==> config.mk <==
export PLATFORM = sky130hd
export DESIGN_NAME = efuse_macro_ctrl
export DESIGN_NICKNAME = d
export VERILOG_FILES = /design/src/rtl/efuse_pkg.sv /design/src/rtl/efuse_pulse_cnt.sv /design/src/rtl/efuse_macro_ctrl.sv
export SDC_FILE = /design/constraint.sdc
export NUM_CORES = 1
export LEC_CHECK = 0
export BUFFER_PORTS_ARGS = -buffer_cell sky130_fd_sc_hd__buf_2
export CAP_MARGIN = 15
export CORE_UTILIZATION = 31
export DETAILED_ROUTE_END_ITERATION = 12
export HOLD_SLACK_MARGIN = 0.15
export SLEW_MARGIN = 20
export SYNTH_ARGS = -nofsm -noshare
export SYNTH_HDL_FRONTEND = slang
export SYNTH_SLANG_ARGS = --single-unit
==> constraint.sdc <==
create_clock -name clk_i -period 3.2 [get_ports clk_i]
set_input_delay 0.64 -clock clk_i [delete_from_list [all_inputs] [get_ports clk_i]]
set_output_delay 0.64 -clock clk_i [all_outputs]
set_load 0.02 [all_outputs]
==> src/rtl/efuse_pkg.sv <==
// Shared types and constants for the eFuse macro pin controller.
// Inactive pin levels double as reset values for every macro-facing register.
package efuse_pkg;

   localparam int EFUSE_ADDR_W = 12;
   localparam int EFUSE_DATA_W = 32;
   localparam int EFUSE_CNT_W  = 10;

   localparam logic       CSN_OFF       = 1'b1;
   localparam logic       LOAD_OFF      = 1'b0;
   localparam logic       PROG_EN_N_OFF = 1'b1;
   localparam logic       STROBE_OFF    = 1'b0;
   localparam logic [1:0] MARGIN_RST    = 2'b00;

   typedef enum logic [2:0] {
      S_OFF,
      S_READ,
      S_RSTB,
      S_RSMP,
      S_PROG,
      S_PSTB,
      S_FAULT
   } efuse_ctrl_state_e;

endpackage

==> src/rtl/efuse_pulse_cnt.sv <==
// Saturating 10-bit cycle counter with clear/enable and an equality flag.
// Shared between the read sample delay and the program-strobe watchdog.
module efuse_pulse_cnt
   import efuse_pkg::*;
(
   input  logic                   i_clk,
   input  logic                   i_rst,
   input  logic                   i_clr,
   input  logic                   i_en,
   input  logic [EFUSE_CNT_W-1:0] i_cmp,
   output logic                   o_eq
);

   logic [EFUSE_CNT_W-1:0] r_cnt;

   always_ff @(posedge i_clk) begin
      if (i_rst) begin
         r_cnt <= '0;
      end else if (i_clr) begin
         r_cnt <= '0;
      end else if (i_en && (r_cnt != '1)) begin
         r_cnt <= r_cnt + 1'b1;
      end
   end

   assign o_eq = (r_cnt == i_cmp);

endmodule

==> src/rtl/efuse_macro_ctrl.sv <==
// Retimes sequencer pins onto N eFuse macro banks, captures read data after a
// programmable delay, and cuts off illegal pin combos / over-long program strobes.
//
// state   | meaning
// S_OFF   | all pins inactive, bank select tracks dest_i
// S_READ  | selected bank enabled in read (load) mode
// S_RSTB  | read strobe high
// S_RSMP  | strobe low, counting down to rdata capture
// S_PROG  | selected bank enabled in program mode
// S_PSTB  | program strobe high, watchdog running
// S_FAULT | pins inactive, sticky fault until cleared with csn released
module efuse_macro_ctrl
   import efuse_pkg::*;
#(
   parameter int N_BANKS      = 4,
   parameter int ADDR_W       = EFUSE_ADDR_W,
   parameter int DATA_W       = EFUSE_DATA_W,
   parameter int SAMPLE_DLY   = 2,
   parameter int MAX_PROG_CYC = 1023,
   localparam int DEST_W      = (N_BANKS > 1) ? $clog2(N_BANKS) : 1
)(
   input  logic                      clk_i,
   input  logic                      rst_i,
   input  logic                      test_mode_i,
   input  logic [DEST_W-1:0]         dest_i,
   input  logic                      csn_i,
   input  logic                      load_i,
   input  logic                      prog_en_n_i,
   input  logic                      strobe_i,
   input  logic [1:0]                read_margin_i,
   input  logic [ADDR_W-1:0]         addr_i,
   input  logic                      fault_clr_i,
   output logic [DATA_W-1:0]         rdata_o,
   output logic                      fault_o,
   output logic [N_BANKS-1:0]        efuse_csn_o,
   output logic                      efuse_load_o,
   output logic                      efuse_prog_en_n_o,
   output logic                      efuse_strobe_o,
   output logic [1:0]                efuse_margin_o,
   output logic [ADDR_W-1:0]         efuse_addr_o,
   input  logic [N_BANKS*DATA_W-1:0] efuse_rdata_i
);

   localparam logic [EFUSE_CNT_W-1:0] C_SMP_CMP = EFUSE_CNT_W'(SAMPLE_DLY - 1);
   localparam logic [EFUSE_CNT_W-1:0] C_WDG_CMP = EFUSE_CNT_W'(MAX_PROG_CYC - 1);

   efuse_ctrl_state_e r_state, w_state_nxt;

   logic [DEST_W-1:0]      r_bank;
   logic [DEST_W-1:0]      w_bank_sel;
   logic [N_BANKS-1:0]     r_csn, w_csn_nxt;
   logic                   r_load, r_prog_en_n, r_strobe, r_fault;
   logic [1:0]             r_margin;
   logic [ADDR_W-1:0]      r_addr;
   logic [DATA_W-1:0]      r_rdata;
   logic [DATA_W-1:0]      w_bank_rdata;
   logic                   w_cnt_clr, w_cnt_en, w_cnt_eq, w_capture;
   logic [EFUSE_CNT_W-1:0] w_cnt_cmp;
   logic                   w_hold_pins;

   efuse_pulse_cnt u_cnt (
      .i_clk (clk_i),
      .i_rst (rst_i),
      .i_clr (w_cnt_clr),
      .i_en  (w_cnt_en),
      .i_cmp (w_cnt_cmp),
      .o_eq  (w_cnt_eq)
   );

   assign w_cnt_en     = (r_state == S_RSMP) || (r_state == S_PSTB);
   assign w_cnt_cmp    = (r_state == S_PSTB) ? C_WDG_CMP : C_SMP_CMP;
   assign w_bank_sel   = (r_state == S_OFF) ? dest_i : r_bank;
   assign w_bank_rdata = efuse_rdata_i[int'(r_bank)*DATA_W +: DATA_W];
   assign w_hold_pins  = (r_state == S_RSTB) || (r_state == S_RSMP) || (r_state == S_PSTB);

   // Fault checks are ordered ahead of csn release so a bad combo is never lost.
   always_comb begin
      w_state_nxt = r_state;
      w_cnt_clr   = 1'b0;
      w_capture   = 1'b0;
      unique case (r_state)
         S_OFF: begin
            if (!csn_i) begin
               if (load_i && prog_en_n_i)       w_state_nxt = S_READ;
               else if (!load_i && !prog_en_n_i) w_state_nxt = S_PROG;
               else if (load_i && !prog_en_n_i)  w_state_nxt = S_FAULT;
            end
         end
         S_READ: begin
            if (!prog_en_n_i)  w_state_nxt = S_FAULT;
            else if (csn_i)    w_state_nxt = S_OFF;
            else if (strobe_i) w_state_nxt = S_RSTB;
         end
         S_RSTB: begin
            if (!strobe_i) begin
               w_state_nxt = S_RSMP;
               w_cnt_clr   = 1'b1;
            end
         end
         S_RSMP: begin
            if (w_cnt_eq) begin
               w_state_nxt = S_READ;
               w_capture   = 1'b1;
            end
         end
         S_PROG: begin
            if (load_i)     w_state_nxt = S_FAULT;
            else if (csn_i) w_state_nxt = S_OFF;
            else if (strobe_i && !test_mode_i) begin
               w_state_nxt = S_PSTB;
               w_cnt_clr   = 1'b1;
            end
         end
         S_PSTB: begin
            if (!strobe_i)     w_state_nxt = S_PROG;
            else if (w_cnt_eq) w_state_nxt = S_FAULT;
         end
         S_FAULT: begin
            if (fault_clr_i && csn_i) w_state_nxt = S_OFF;
         end
         default: w_state_nxt = S_OFF;
      endcase
      if (test_mode_i && (r_state != S_FAULT)) begin
         w_state_nxt = S_OFF;
         w_capture   = 1'b0;
      end
   end

   always_comb begin
      w_csn_nxt = {N_BANKS{CSN_OFF}};
      if (w_state_nxt inside {S_READ, S_RSTB, S_RSMP, S_PROG, S_PSTB})
         w_csn_nxt[w_bank_sel] = ~CSN_OFF;
   end

   // Pins are decoded from the next state so they move on the same edge as the FSM.
   always_ff @(posedge clk_i) begin
      if (rst_i) begin
         r_state     <= S_OFF;
         r_bank      <= '0;
         r_csn       <= {N_BANKS{CSN_OFF}};
         r_load      <= LOAD_OFF;
         r_prog_en_n <= PROG_EN_N_OFF;
         r_strobe    <= STROBE_OFF;
         r_margin    <= MARGIN_RST;
         r_addr      <= '0;
         r_rdata     <= '0;
         r_fault     <= 1'b0;
      end else begin
         r_state     <= w_state_nxt;
         if (r_state == S_OFF) r_bank <= dest_i;
         r_csn       <= w_csn_nxt;
         r_load      <= (w_state_nxt inside {S_READ, S_RSTB, S_RSMP}) ? ~LOAD_OFF : LOAD_OFF;
         r_prog_en_n <= (w_state_nxt inside {S_PROG, S_PSTB}) ? ~PROG_EN_N_OFF : PROG_EN_N_OFF;
         r_strobe    <= (w_state_nxt inside {S_RSTB, S_PSTB}) ? ~STROBE_OFF : STROBE_OFF;
         r_fault     <= (w_state_nxt == S_FAULT);
         if (!w_hold_pins) begin
            r_addr   <= addr_i;
            r_margin <= read_margin_i;
         end
         if (w_capture) r_rdata <= w_bank_rdata;
      end
   end

   assign rdata_o           = r_rdata;
   assign fault_o           = r_fault;
   assign efuse_csn_o       = r_csn;
   assign efuse_load_o      = r_load;
   assign efuse_prog_en_n_o = r_prog_en_n;
   assign efuse_strobe_o    = r_strobe;
   assign efuse_margin_o    = r_margin;
   assign efuse_addr_o      = r_addr;

endmodule

==> impl_metrics.tcl, run 1 <==
set metrics [dict create \
    post-synth-top-count-cell "sky130_fd_sc_hd__dfxtp_1" \
    mean_instance_size_in_the_synthesized_netlist_um2 10.4 \
    initialDrtViolationCount 113 \
    antenna-diode-count 0 \
    switching_share 0.240 \
    post_synth_inst_count 343 \
    finalCriticalPeriod_ns 2.08 \
    port_buffers 205 \
    route.detailed.wl_per_inst_um 14.0 \
    cts-root-to-sink-buffers 2 \
    crit_path_max_delay_family "simple AND/OR/NAND/NOR gates" \
    fill_cells 1085 \
    clk_transition_reported_paths_ns 0.06 \
    cp-startpoint "u_cnt.r_cnt[4]" \
    worst_r2r_startpoint "u_cnt.r_cnt[4]" \
    max_freq_mhz 480 \
    data_arrival_time_of_the_critical_path_ns 2.26 \
    cts_tree "built" \
    grt_pass1_wl_mm 14.5 \
    power.internal_mw 1.67 \
    detail_route.vias_per_cell 4.83 \
    route.detailed.drc 0 \
    synth_top_cell_area_share 0.387 \
    status "complete, no violations" \
    dpl.cell_count 668 \
    area_occupied_by_multi_input_gates_mm2 0.00205 \
    clock_insertion_delay_worst_skew_ns 0.33 \
    synthesis.nets 496 \
    gate_power_share 0.150 \
    timing.critical_path.slowest_cell_delay_ns 0.56 \
    power.density_cell_area_mw_per_mm2 440 \
    rsz_0062_raised_after_global_routing "false" \
    place.gp.congestion 0.820 \
    synth_top_flop_cell "sky130_fd_sc_hd__dfxtp_1" \
    coreArea_mm2 0.0110 \
    path_class "reg -> reg" \
    critical_path.endpoint "rdata_o[12]" \
    max-cap-violations 0 \
    grt_antenna_before_repair 0 \
    worst_ep_required_time_ns 3.37 \
    critical_path_s_slowest_cell "sky130_fd_sc_hd__or4_4" \
    min_path_type "reg -> reg" \
    relSlewSlack 0.329 \
    peakVddDrop_mv 0.185 \
    final_layout_size_suffix_gt1_frac 0.489 \
    max_slew.worst_pin.slew_ns 1.01 \
    clkPwrFrac 0.444 \
    yosysWarningCount 0 \
    floorplan.rows 38 \
    totalNegativeSetupSlack_ns 0 \
    number_of_gates_on_the_worst_path_with_buffers_counted 6 \
    timing.critical_path.buf_inv 1 \
    dr.pass1.iters 4 \
    report.final.setup_viol 0 \
    worst_setup_path_start_kind "flop" \
    worst_r2r_endpoint "rdata_o[12]" \
    number_of_gates_given_a_new_drive_strength_after_cts 0 \
    grt_max_degree 51 \
    dp.final_hpwl_mm 7.75 \
    total_switching_power_mw 0.525 \
    vias_in_the_first_global_route 3106 \
    global_route.overflow_total 0 \
    fin_cells 684 \
    most_area_consuming_cells_after_synthesis "sky130_fd_sc_hd__dfxtp_1 (39%), sky130_fd_sc_hd__mux4_2 (20%), sky130_fd_sc_hd__mux2i_1 (9.8%)" \
    final_hold_viol_count 0 \
    post_synth_most_frequent_cells "sky130_fd_sc_hd__dfxtp_1 (69), sky130_fd_sc_hd__nor2_1 (47), sky130_fd_sc_hd__mux2i_1 (35), sky130_fd_sc_hd__nand2_1 (34), sky130_fd_sc_hd__mux4_2 (32)" \
    final_nets 692 \
    synth_seq_area_share 0.387 \
    synth.cell_area_mm2 0.00357 \
    crit_path_end_kind "flop" \
    totalWireLength_mm 9.57 \
    clock-sinks 69 \
    library_cell_occupying_the_most_area_in_the_post_synthesis_netlist "sky130_fd_sc_hd__dfxtp_1" \
    ys_seq_elements 69 \
    finalCritPeriodShare 0.651 \
    p_leak_nw 2.45 \
    num_vias 3305 \
    postRouteAntennaNets 0 \
    cts_hold_repair.buffers 0 \
    top_level_i_o_count 206 \
    synthDistinctLibCells 46 \
    die_x_um 109 \
    clock-skew-final_ns 0.0107 \
    floorplan.initialDensity 0.324 \
    die_height_um 109 \
    clock_tree.htree_level_count 3 \
    die_area_mm2 0.0120 \
    synthArstFlopShare 0 \
    timing.final.max_slew_violations 0 \
    regArea_mm2 0.00138 \
    timing.reg2reg.worst_path_depth 6 \
    global_route.usage.total 0.158 \
    power.sequential.fraction 0.406 \
    cts.root.buffer_cell "sky130_fd_sc_hd__clkbuf_16" \
    cts_bufs_inserted 9 \
    worstPathMaxFanout 28 \
    areaGrowthSynthToFinish_pct 39.4 \
    worstPathCellList "or4_4 > nor4_4 > nand2_2 > buf_4 > mux2i_1 > nor2_1" \
    cts_setup_buffers 0 \
    synth-edff-count 0 \
    reg2reg_setup_slack_ns 1.12 \
]
power by group through the flow:
stage	clock, mW	sequential (mW)	combinational [mW]
final	0.973	0.891	0.328
after global routing	1.04	0.892	0.361
after CTS	1.00	0.891	0.334
after detailed placement	0	0.910	0.334
after global placement	0	0.909	0.326
after floorplan	0	0.923	0.184
cells by family (layout without fill, tap and decap cells):
kind of cell | Yosys count | count (layout) | share of synthesized area
flops | 69 | 69 | 0.387
simple gates | 132 | 132 | 0.185
buf+inv | 28 | 229 | 0.0382
compound gates | 39 | 39 | 0.0701
mux | 67 | 67 | 0.300
fa+ha+maj | 1 | 1 | 0.00350
xor+xnor | 7 | 7 | 0.0172
cells in the final DEF, fill, tap and decap left out, drive strengths merged, types with 4 or more instances in the layout:
| cell | count |
|---|---|
| xnor2 | 4 |
| nand3 | 10 |
| nand2 | 35 |
| clkbuf | 9 |
| nor2b | 6 |
| nor3 | 8 |
| inv | 6 |
| dfxtp | 69 |
| buf | 208 |
| mux2i | 35 |
| o21ai | 6 |
| nor2 | 48 |
| mux4 | 32 |
| clkinv | 4 |
| a21oi | 20 |
metal layers:
| metal | GRT usage | vias to the layer above | wire length, µm |
|---|---|---|---|
| li1 | - | 1643 | - |
| met1 | 0.187 | 1516 | 3900 |
| met2 | 0.274 | 136 | 4880 |
| met3 | 0.0391 | 10 | 651 |
| met4 | 0.0610 | 0 | 137 |
| met5 | 0 | - | 0 |
worst register-to-register path, cell delays in order (launching register included):
cell,delay [ns]
sky130_fd_sc_hd__dfxtp_1,0.35
sky130_fd_sc_hd__or4_4,0.56
sky130_fd_sc_hd__nor4_4,0.25
sky130_fd_sc_hd__nand2_2,0.18
sky130_fd_sc_hd__buf_4,0.32
sky130_fd_sc_hd__mux2i_1,0.21
sky130_fd_sc_hd__nor2_1,0.06
stage by stage:
step | setup WS (ns) | hold slack [ns] | util | power (mW) | area (µm²)
5_1_grt | 0.971 | 0.476 | 0.451 | 2.29 | 4980
3_3_place_gp | 1.01 | 0.440 | 0.424 | 1.23 | 4680
2_1_floorplan | 1.36 | 0.493 | - | 1.11 | 3570
3_5_place_dp | 0.992 | 0.447 | 0.424 | 1.24 | 4680
4_1_cts | 1.09 | 0.455 | 0.451 | 2.23 | 4980
6_report | 1.12 | 0.456 | 0.451 | 2.19 | 4980
registers in the layout (all words and copies together) (netlist names):
| signal | flops |
|---|---|
| efuse_prog_en_n_o | 1 |
| efuse_addr_o | 12 |
| u_cnt.r_cnt | 10 |
| fault_o | 1 |
| efuse_load_o | 1 |
| efuse_strobe_o | 1 |
| r_state | 3 |
| r_bank | 2 |
| rdata_o | 32 |
| efuse_csn_o | 4 |
| efuse_margin_o | 2 |
final cells by class:
type | instances | share of cell area
inverters | 5 | 0.00377
repair buffers | 208 | 0.211
well taps | 140 | 0.0352
clock inverters | 7 | 0.0148
flip-flops and latches | 69 | 0.278
multi-input cells | 246 | 0.413
clock buffers | 9 | 0.0452
how the worst min path moves through the flow:
stage	endpoint	depth (start not counted)	startpoint
after floorplan	u_cnt.r_cnt[4]	2	u_cnt.r_cnt[4]
after global placement	efuse_margin_o[1]	2	efuse_margin_o[1]
after detailed placement	efuse_addr_o[5]	2	efuse_addr_o[5]
after CTS	efuse_addr_o[5]	2	efuse_addr_o[5]
after global routing	efuse_margin_o[1]	2	efuse_margin_o[1]
final	efuse_addr_o[0]	2	efuse_addr_o[0]
No activity file was read; power rests on OpenSTA's default activity.
==> inputs of run 2 (changes only) <==
Clock period 3.2 ns to 1.9 ns, I/O delays scaled along.
==> impl_metrics.tcl, run 2 (same netlist as run 1, synthesis figures left out) <==
set metrics [dict create \
    critical_path.endpoint "rdata_o[10]" \
    clock-skew-final_ns 0.00983 \
    totalWireLength_mm 10.5 \
    num_vias 3442 \
    final_nets 716 \
    p_leak_nw 2.60 \
    worstPathMaxFanout 22 \
    fill_cells 1053 \
    vias_in_the_first_global_route 3388 \
    power.internal_mw 2.98 \
    grt_max_degree 33 \
    total_power_mw 3.91 \
    clkPwrFrac 0.463 \
    die_x_um 109 \
    max_freq_mhz 550 \
    data_arrival_time_of_the_critical_path_ns 2.02 \
    place_ws_ns 0.0213 \
    power.density_cell_area_mw_per_mm2 744 \
    timing.reg2reg.worst_path_depth 6 \
    coreArea_mm2 0.0110 \
    clock-sinks 69 \
    max-cap-violations 0 \
    timing.critical_path.buf_inv 1 \
    switching_share 0.238 \
    global_route.overflow_total 0 \
    top_level_i_o_count 206 \
    global_route.usage.total 0.172 \
    floorplan.initialDensity 0.324 \
    dr.pass1.iters 4 \
    detail_route.vias_per_cell 4.85 \
    cts.root.buffer_cell "sky130_fd_sc_hd__clkbuf_16" \
    min_path_type "in -> reg" \
    layout_commonest_cell "sky130_fd_sc_hd__buf_2" \
    initialDrtViolationCount 210 \
    number_of_gates_on_the_worst_path_with_buffers_counted 6 \
    regArea_mm2 0.00139 \
    grt_antenna_before_repair 1 \
    worst_r2r_startpoint "u_cnt.r_cnt[4]" \
    status "complete, no violations" \
    floorplan.rows 38 \
    flip_flop_count_of_the_largest_register_all_copies_and_words_added 32 \
    postRouteAntennaNets 0 \
    cp-startpoint "u_cnt.r_cnt[4]" \
    die_area_mm2 0.0120 \
    finalCritPeriodShare 0.956 \
    max_slew.worst_pin.slew_ns 0.613 \
    place.gp.congestion 0.828 \
    critical_path_s_slowest_cell "sky130_fd_sc_hd__or4_4" \
    timing.final.max_slew_violations 0 \
    clock_insertion_delay_worst_skew_ns 0.33 \
    area_occupied_by_multi_input_gates_mm2 0.00208 \
    rsz_0062_raised_after_global_routing "true" \
    totalNegativeSetupSlack_ns 0 \
    crit_path_end_kind "flop" \
    cts_bufs_inserted 9 \
    finish.utilization 0.476 \
    gate_power_share 0.151 \
    clk_transition_reported_paths_ns 0.06 \
    crit_path_max_delay_family "simple AND/OR/NAND/NOR gates" \
    die_height_um 109 \
    cts_tree "built" \
    path_class "reg -> reg" \
    total_switching_power_mw 0.929 \
    worstPathCellList "or4_4 > nor4_4 > nand2_2 > buf_12 > mux2i_1 > nor2_1" \
    port_buffers 205 \
    final_layout_size_suffix_gt1_frac 0.518 \
    dp.final_hpwl_mm 8.32 \
    reg2reg_setup_slack_ns 0.08 \
    worst_r2r_endpoint "rdata_o[10]" \
    route.detailed.wl_per_inst_um 14.8 \
    grt_pass1_wl_mm 15.7 \
    postLayoutSetupSlackWorst_ns 0.0831 \
    areaGrowthSynthToFinish_pct 47.0 \
    power.sequential.fraction 0.386 \
    finalCriticalPeriod_ns 1.82 \
    most-common-layout-cells "sky130_fd_sc_hd__buf_2 (205), sky130_fd_sc_hd__dfxtp_1 (66), sky130_fd_sc_hd__nor2_1 (47)" \
    worst_ep_required_time_ns 2.10 \
    peakVddDrop_mv 0.453 \
    cts-root-to-sink-buffers 2 \
    final_hold_viol_count 0 \
    report.final.setup_viol 0 \
    timing.critical_path.slowest_cell_delay_ns 0.55 \
    worst_setup_path_start_kind "flop" \
    relSlewSlack 0.592 \
    clock_tree.htree_level_count 3 \
    route.detailed.drc 0 \
]
[run 2: cell types whose count changed in the layout (fill, tap and decap cells not counted), sizes merged]
cell	change
buf	+24
bufinv	+1
clkinv	-3
inv	+1
clkbuf	+1
diode	+1
[run 2: power groups by stage]
stage          logic, mW  registers, mW  clock network (mW)
2_1_floorplan      0.310           1.55                   0
3_3_place_gp       0.578           1.54                   0
3_5_place_dp       0.591           1.54                   0
4_1_cts            0.592           1.51                1.87
5_1_grt            0.643           1.51                1.92
6_report           0.589           1.51                1.81
[run 2: worst register-to-register path, stage by stage, from the launching register on]
cell	delay [ns]
sky130_fd_sc_hd__dfxtp_1	0.32
sky130_fd_sc_hd__or4_4	0.55
sky130_fd_sc_hd__nor4_4	0.27
sky130_fd_sc_hd__nand2_2	0.15
sky130_fd_sc_hd__buf_12	0.20
sky130_fd_sc_hd__mux2i_1	0.17
sky130_fd_sc_hd__nor2_1	0.05
[run 2: final cells by class]
class,count,share of cell area
tap,140,0.0334
antenna,1,0.000477
clock inverter,6,0.0179
timing repair buffer,232,0.242
sequential,69,0.264
clock buffer,10,0.0436
multi-input combinational,246,0.396
inverter,5,0.00357
[run 2: worst min path at each step]
stage	start	to	slack [ns]	cells past startpoint
2_1_floorplan	u_cnt.r_cnt[4]	u_cnt.r_cnt[4]	0.49	2
3_3_place_gp	efuse_addr_o[2]	efuse_addr_o[2]	0.44	2
3_5_place_dp	efuse_addr_o[7]	efuse_addr_o[7]	0.45	2
4_1_cts	addr_i[4]	efuse_addr_o[4]	0.28	3
5_1_grt	addr_i[3]	efuse_addr_o[3]	0.30	3
6_report	addr_i[4]	efuse_addr_o[4]	0.29	3
[run 2: metrics by stage]
step | cell area [µm²] | instances | hold WS, ns
after floorplan | 3570 | 343 | 0.493
after global placement | 4880 | 690 | 0.439
after detailed placement | 4880 | 690 | 0.448
after CTS | 5200 | 706 | 0.279
after global routing | 5250 | 709 | 0.299
final | 5250 | 709 | 0.295
[run 2: what timing repair did]
action | 4_1_cts | 5_1_grt
hold buffers | 0 | 0
buffers inserted | 0 | 2
resized for setup | 0 | 7
setup endpoints to repair | 0 | 25
[run 2: metal layers]
| layer | wire (µm) | GRT usage | share of wire | up-vias |
|---|---|---|---|---|
| met3 | 740 | 0.0433 | 0.071 | 10 |
| li1 | - | - | - | 1693 |
| met5 | 0 | 0 | 0 | - |
| met4 | 134 | 0.0648 | 0.013 | 0 |
| met2 | 5370 | 0.305 | 0.51 | 154 |
| met1 | 4220 | 0.198 | 0.40 | 1585 |
